## src/rtl/ps2_host_tx.sv

```systemverilog
// Host-to-device PS/2 transmitter: requests the bus, shifts one byte out on the
// device-generated clock, checks the device acknowledge, and reports done/error.
module ps2_host_tx #(
  parameter int INHIBIT_CYCLES = 6000,
  parameter int REQ_CYCLES     = 50,
  parameter int TIMEOUT_CYCLES = 750000
) (
  input  logic       clk,
  input  logic       resetn,
  input  logic [7:0] tx_data,
  input  logic       tx_valid,
  output logic       tx_ready,
  input  logic       ps2_clk_in,
  input  logic       ps2_dat_in,
  output logic       ps2_clk_oe,
  output logic       ps2_dat_oe,
  output logic       done,
  output logic       error,
  output logic [2:0] dbg_state
);

  // Handshake: a byte is accepted on any clock edge where tx_valid && tx_ready;
  // tx_valid is ignored while tx_ready is low, nothing is queued.

  function automatic int max3(input int a, input int b, input int c);
    int m;
    m = (a > b) ? a : b;
    return (m > c) ? m : c;
  endfunction

  localparam int CW = $clog2(max3(INHIBIT_CYCLES, REQ_CYCLES, TIMEOUT_CYCLES) + 1);
  localparam logic [CW-1:0] INH_LAST = CW'(INHIBIT_CYCLES - 1);
  localparam logic [CW-1:0] REQ_LAST = CW'(REQ_CYCLES - 1);
  localparam logic [CW-1:0] TO_LAST  = CW'(TIMEOUT_CYCLES - 1);

  typedef enum logic [2:0] {
    S_IDLE, S_INHIBIT, S_REQ, S_SEND, S_WAIT_ACK, S_WAIT_IDLE
  } state_t;

  state_t        state_q, state_d;
  logic [7:0]    sr_q, sr_d;
  logic          par_q, par_d;
  logic [3:0]    n_q, n_d;
  logic [CW-1:0] cnt_q, cnt_d;
  logic          clk_oe_q, clk_oe_d;
  logic          dat_oe_q, dat_oe_d;
  logic          done_q, done_d;
  logic          error_q, error_d;
  logic          ready_q, ready_d;
  logic [1:0]    clk_s_q, dat_s_q;
  logic          clk_prev_q;
  logic          fe;

  // Synchronisers reset to the idle (pulled-up) bus level.
  always_ff @(posedge clk or negedge resetn) begin
    if (!resetn) begin
      clk_s_q    <= 2'b11;
      dat_s_q    <= 2'b11;
      clk_prev_q <= 1'b1;
    end else begin
      clk_s_q    <= {clk_s_q[0], ps2_clk_in};
      dat_s_q    <= {dat_s_q[0], ps2_dat_in};
      clk_prev_q <= clk_s_q[1];
    end
  end

  assign fe = clk_prev_q & ~clk_s_q[1];

  always_ff @(posedge clk or negedge resetn) begin
    if (!resetn) begin
      state_q  <= S_IDLE;
      sr_q     <= '0;
      par_q    <= 1'b0;
      n_q      <= '0;
      cnt_q    <= '0;
      clk_oe_q <= 1'b0;
      dat_oe_q <= 1'b0;
      done_q   <= 1'b0;
      error_q  <= 1'b0;
      ready_q  <= 1'b1;
    end else begin
      state_q  <= state_d;
      sr_q     <= sr_d;
      par_q    <= par_d;
      n_q      <= n_d;
      cnt_q    <= cnt_d;
      clk_oe_q <= clk_oe_d;
      dat_oe_q <= dat_oe_d;
      done_q   <= done_d;
      error_q  <= error_d;
      ready_q  <= ready_d;
    end
  end

  always_comb begin
    state_d  = state_q;
    sr_d     = sr_q;
    par_d    = par_q;
    n_d      = n_q;
    cnt_d    = cnt_q;
    dat_oe_d = dat_oe_q;
    done_d   = 1'b0;
    error_d  = 1'b0;

    case (state_q)
      S_IDLE: begin
        if (tx_valid && ready_q) begin
          sr_d    = tx_data;
          par_d   = ~^tx_data;
          n_d     = '0;
          cnt_d   = '0;
          state_d = S_INHIBIT;
        end
      end
      S_INHIBIT: begin
        if (cnt_q == INH_LAST) begin
          cnt_d   = '0;
          state_d = S_REQ;
        end else begin
          cnt_d = cnt_q + 1'b1;
        end
      end
      S_REQ: begin
        if (cnt_q == REQ_LAST) begin
          cnt_d   = '0;
          state_d = S_SEND;
        end else begin
          cnt_d = cnt_q + 1'b1;
        end
      end
      S_SEND, S_WAIT_ACK, S_WAIT_IDLE: begin
        // Timeout is checked first so it wins over a falling edge in the same cycle.
        if (cnt_q == TO_LAST) begin
          error_d = 1'b1;
          state_d = S_IDLE;
        end else begin
          cnt_d = cnt_q + 1'b1;
          if (state_q == S_SEND) begin
            if (fe) begin
              n_d = n_q + 4'd1;
              if (n_q < 4'd8) begin
                dat_oe_d = ~sr_q[n_q[2:0]];
              end else if (n_q == 4'd8) begin
                dat_oe_d = ~par_q;
              end else begin
                dat_oe_d = 1'b0;
                state_d  = S_WAIT_ACK;
              end
            end
          end else if (state_q == S_WAIT_ACK) begin
            if (fe) begin
              if (!dat_s_q[1]) begin
                state_d = S_WAIT_IDLE;
              end else begin
                error_d = 1'b1;
                state_d = S_IDLE;
              end
            end
          end else begin
            if (clk_s_q[1] && dat_s_q[1]) begin
              done_d  = 1'b1;
              state_d = S_IDLE;
            end
          end
        end
      end
      default: state_d = S_IDLE;
    endcase

    clk_oe_d = (state_d == S_INHIBIT) || (state_d == S_REQ);
    if (state_d == S_IDLE || state_d == S_INHIBIT) dat_oe_d = 1'b0;
    if (state_d == S_REQ) dat_oe_d = 1'b1;
    // tx_ready stays low through the done/error pulse cycle.
    ready_d = (state_d == S_IDLE) && !done_d && !error_d;
  end

  assign tx_ready   = ready_q;
  assign ps2_clk_oe = clk_oe_q;
  assign ps2_dat_oe = dat_oe_q;
  assign done       = done_q;
  assign error      = error_q;
  assign dbg_state  = state_q;

endmodule

```

## config.mk

```make
export PLATFORM = sky130hd
export DESIGN_NAME = ps2_host_tx
export DESIGN_NICKNAME = d
export VERILOG_FILES = /design/src/rtl/ps2_host_tx.sv
export SDC_FILE = /design/constraint.sdc
export NUM_CORES = 1
export LEC_CHECK = 0
export CORE_MARGIN = 4
export CORE_UTILIZATION = 62
export CTS_BUF_LIST = sky130_fd_sc_hd__clkbuf_8 sky130_fd_sc_hd__clkbuf_16
export DETAILED_ROUTE_END_ITERATION = 10
export PLACE_DENSITY = 0.89
export SLEW_MARGIN = 20
export SYNTH_ARGS = -nofsm -noshare
export SYNTH_HDL_FRONTEND = slang
export SYNTH_SLANG_ARGS = --single-unit
```

## constraint.sdc

```tcl
create_clock -name clk -period 4 [get_ports clk]
set_input_delay 1 -clock clk [delete_from_list [all_inputs] [get_ports clk]]
set_output_delay 1 -clock clk [all_outputs]
set_load 0.02 [all_outputs]
```

### Yosys cells after proc, flatten, opt, wreduce, memory -nomap -nowiden

Cells that the tools add are included.

* shift operators: 0
* multipliers: 0
* div/mod/pow operators: 0
* reduce and logical (&&, ||, !) cells: 21
* magnitude comparators: 2
* mux-type cells: 44
* add/sub/neg operators: 2
* equality and inequality tests: 16
* bitwise operators: 4

Operators by type and width (number)
* $mux W20: 4
* $pmux W20 S4: 1
* $mux W3: 12
* $add A20 B1 Y20 const B: 1
* $eq A20 B13 Y1 const B: 1
* $eq A20 B20 Y1 const B: 1
* $eq A20 B6 Y1 const B: 1
* $mux W1: 20
* $mux W4: 4
* $pmux W3 S4: 1
* $eq A3 B2 Y1 const B: 3
* $reduce_bool A3 Y1: 3
* $ne A2 B2 Y1 const B: 4
* $pmux W4 S2: 1
* $reduce_xnor A8 Y1: 1
* $eq A3 B1 Y1 const B: 2
* $eq A3 B3 Y1 const B: 2
* $logic_not A3 Y1: 2
* $reduce_and A5 Y1: 1
* $add A4 B1 Y4 const B: 1
* $eq A4 B4 Y1 const B: 1
* $logic_and A1 B1 Y1: 4
* $lt A3 B4 Y1 const B: 1
* $lt A4 B4 Y1 const B: 1
* other kinds (12): 16

* latch bits: 0
* bits in registers: 46
* output and inout bits: 8
* memories: 0
* input port bits: 13
* memory bits (read-only): 0
* bits in writable memories: 0
* logic and storage cells: 102

### Depth between registers and ports, before layout

* word-level depth: 11
* mapped depth: 11
* mapped depth without buffers: 9

### Worst setup path after synthesis

Ideal clock, no wire load.

* kind: input-to-reg
* start: input tx_valid
* end: register cnt_q[11]
* data arrival time: 2.459 ns
* path buffers: 2
* setup slack: 1.463 ns
* library setup time: 0.078 ns
* stages: 9
* cells stage by stage: nand4bb_1 -> o2111ai_1 -> o21ai_0 -> o211ai_2 -> nor4_4 -> buf_6 -> buf_8 -> o21ai_1 -> a21oi_1

* cells in the longest elaborated chain, start to end: 3

Ends and longest elaborated chain
* start, declared: RTL line 11 `input logic tx_valid,`
* $logic_and A1 B1 Y1: RTL line 107 `if (tx_valid && ready_q) begin`
* $ne A2 B2 Y1 (no source line)
* $reduce_and A3 Y1 (no source line)
* end signal, assigned: RTL line 86 `cnt_q <= cnt_d;`
* end, declared: RTL line 44 `logic [CW-1:0] cnt_q, cnt_d;`

Every way passes these cells.
A chain may end at the register's enable or synchronous reset.

### Worst setup path in the final report

* start: input tx_valid
* end: register cnt_q[16]

Same word-level chain as after synthesis.

==> run metrics <==
largest net degree at the start of global routing=47; Internal=0.6124 mW; # nets final=314; worst path cell trace=clkdlybuf4s50_1, nand4bb_1, o2111ai_1, o21ai_0, o211ai_2, nor4_4, buf_4, or4_1, a21oi_1; max-slew violation count=0; Max FO, Critical Path=33; Reg clk slew, reported paths=0.09 ns; top-level port count=21; Req. time, crit path=4.23 ns; skew final=0.003930 ns; antenna violations before repair=0; status=completed; CTS Root Cell=clkbuf_8; reg-to-reg setup timing slack=1.22 ns; worst vdd ir=222.0 uV; Vias=2198; core footprint=a little over 4000 um2; Post CTS Setup Buffer Count=0; routed wire length per instance=15.99 um; Worst setup EP type=flip-flop; mean area per synthesized cell=9.539 um2; simple-gate share of the synthesized area=0.2482; Worst path max stage delay=0.53 ns; cells on worst reg2reg path=9; final hold viol count=0; chip height=73.52 um; Worst-Margin Slew=0.8434 ns; dpl cells=340; post-route ant nets=0; setup ws final=~1.0 ns; FFs w/ async S/R, synth=1.000; cells taking the most area after synthesis=dfrtp_1, dfstp_2, nand2_1, mux2_2, a21oi_1; met1 Use GR=0.3151; Synth Instances=279; top-area cell type share of the netlist area=0.3761; Layout Utilization=0.7238; Hold WC Path Type=flip-flop to flip-flop; Post-Layout Inst Area=2958 um2; reg-to-reg startpoint=cnt_q[0]; multiplexer share of the synthesized area=0.06629; power density over the cells=269.7 nW/um2; vias in the first global route=between 2000 and 2500; fin crit share=0.7414; Synth Cell Area=about 2700 um2; Via density=6.316; Hold Startpoint=clk_s_q[0]; Area Overhead vs Synth=11.14%; met3 usage=0.03830; CP max stage cell=or4_1; Leak=approximately 1.2 nW; Clock H-tree levels=2; Switch Pwr=0.1853 mW; Post-synth EDFFs=0; Switching Fraction=0.2323; first-pass GRT wire length=about 10000 um; main combinational cell family by area after synthesis=simple AND/OR/NAND/NOR gates; die area=5404 um2; adder-cell share of the synthesized area=0.01881; DRT iter0 DRCs=296; CTS tree=yes; clock share of power=0.359; Port Buffers=20; post-synthesis compound-gate area fraction=0.1575; setup TNS=0 ns; Clock Path Buffers=2; largest area contributor in the netlist=dfrtp_1; syn_nets=296; RSZ-0062 raised after global routing=false; pre-CTS setup slack=0.7418 ns; gpl congestion=between 0.8 and 0.9; grt ovf=0; Slew HR=0.4356; row count=23; cts hold-fix bufs=0; total of max-cap violations=0; Finished Layout Cells=348; crit path DAT=3.20 ns; GRT Overall Usage=0.2304; post-CTS sizing=0; Starting Density=0.6513; drt first pass iters=4; die width=73.52 um; hold endpoint=clk_s_q[1]; share of cells above drive strength 1=0.1309; gr busiest metal=met2; Cell Area, Placed=2865 um2; DRC viols=0; power share of the combinational group=0.050; # clock sinks=46; hold depth=0; sequential share of power=0.591; Finish-stage setup viols=0; worst skew pair latency=0.30 ns; YS warnings=0; XOR/XNOR share of the synthesized area=0.02962; Max Fclk=0.3372 GHz; Final min period=2.965 ns; Ant. Diodes=0; total design power=about 0.80 mW; Startpoint Class=input port; Setup CP Type=input port to flip-flop; Yosys cell types=59; CTS Buf Count=5; final hold slack=0.3586 ns; R2R Path End=cnt_q[16]; Top FF cell, synth=dfrtp_1; hpwl dp=4069 um; grt met2 use=0.3691; #FFs+latches synth=46; drt total wl=5566 um; fraction of the yosys area taken by sequential cells=0.4354
placed cells by master (no fill, tap or decap), types with 6 or more instances in the layout:
cell type,Yosys,routed
or3_1,8,8
nand4_1,7,7
a21oi_1,18,18
clkdlybuf4s50_1,0,19
nand3_1,14,14
and3_1,9,9
dfstp_2,6,6
nor3_1,6,6
xnor2_1,7,7
nand2_1,30,30
mux2_2,9,9
nor2_1,17,17
o21ai_0,12,12
dfrtp_1,40,40
inv_1,13,13
flip-flops by register name, summed over array words and instances (netlist names):
signal      flops
clk_prev_q      1
cnt_q          20
tx_ready        1
n_q             4
par_q           1
dat_s_q         2
dbg_state       3
error           1
sr_q            8
ps2_clk_oe      1
done            1
ps2_dat_oe      1
clk_s_q         2
cells by family after synthesis:
logic type	count (synthesis)
flip-flops	46
AND/OR/NAND/NOR	118
AO/OA/AOI/OAI	64
adder cells (fa/ha/maj)	4
XOR/XNOR	9
multiplexers	14
buffers and inverters	24
cell type report:
type,instances,area (um2)
repair buffers,22,212.7
flip-flops and latches,46,1159
well taps,50,62.56
inverters,13,48.80
fillers,310,1129
multi-input cells,209,1385
clock inverters,3,21.27
clock buffers,5,68.82
synth_stat cells, drive strengths merged, types with 2 or more instances:
library cell and instances:
a21o 2, a21oi 19, a22o 3, and2 3, and3 10, buf 8
clkbuf 3, dfrtp 40, dfstp 6, ha 4, inv 13, mux2 9
mux2i 3, mux4 2, nand2 30, nand2b 4, nand3 14, nand4 7
nor2 18, nor2b 3, nor3 7, nor4 4, o211ai 5, o21ai 18
o2bb2ai 2, o31ai 4, or3 8, or4 6, xnor2 7, xor2 2
critical path: cells and delay by family:
| family | cells | cell delay, ns |
|---|---|---|
| and+or+nand+nor | 3 | 0.75 |
| AOI/OAI and AO/OA | 4 | 0.70 |
| buffers and inverters | 2 | 0.74 |
metal layers:
layer / routed length [um] / vias to the layer above
met5: 0 / -
met4: 111 / 0
met3: 254 / 12
met2: 2729 / 60
met1: 2471 / 1072
li1: - / 1054
power by group through the flow:
stage	logic [mW]	registers, mW	clock network (mW)
2_1_floorplan	0.0156	0.480	0
3_3_place_gp	0.0391	0.480	0
3_5_place_dp	0.0401	0.480	0
4_1_cts	0.0403	0.471	0.291
5_1_grt	0.0438	0.472	0.312
6_report	0.0397	0.471	0.286
worst max-delay path by stage:
stage	cells after the start	slack, ns	from	endpoint
3_5_place_dp	9	0.74	tx_valid	cnt_q[16]
4_1_cts	9	1.06	tx_valid	cnt_q[17]
6_report	9	1.03	tx_valid	cnt_q[16]
3_3_place_gp	9	0.82	tx_valid	cnt_q[16]
2_1_floorplan	9	1.46	tx_valid	cnt_q[11]
5_1_grt	9	0.89	tx_valid	cnt_q[16]
Note: power is estimated with default switching activity, not from simulation.
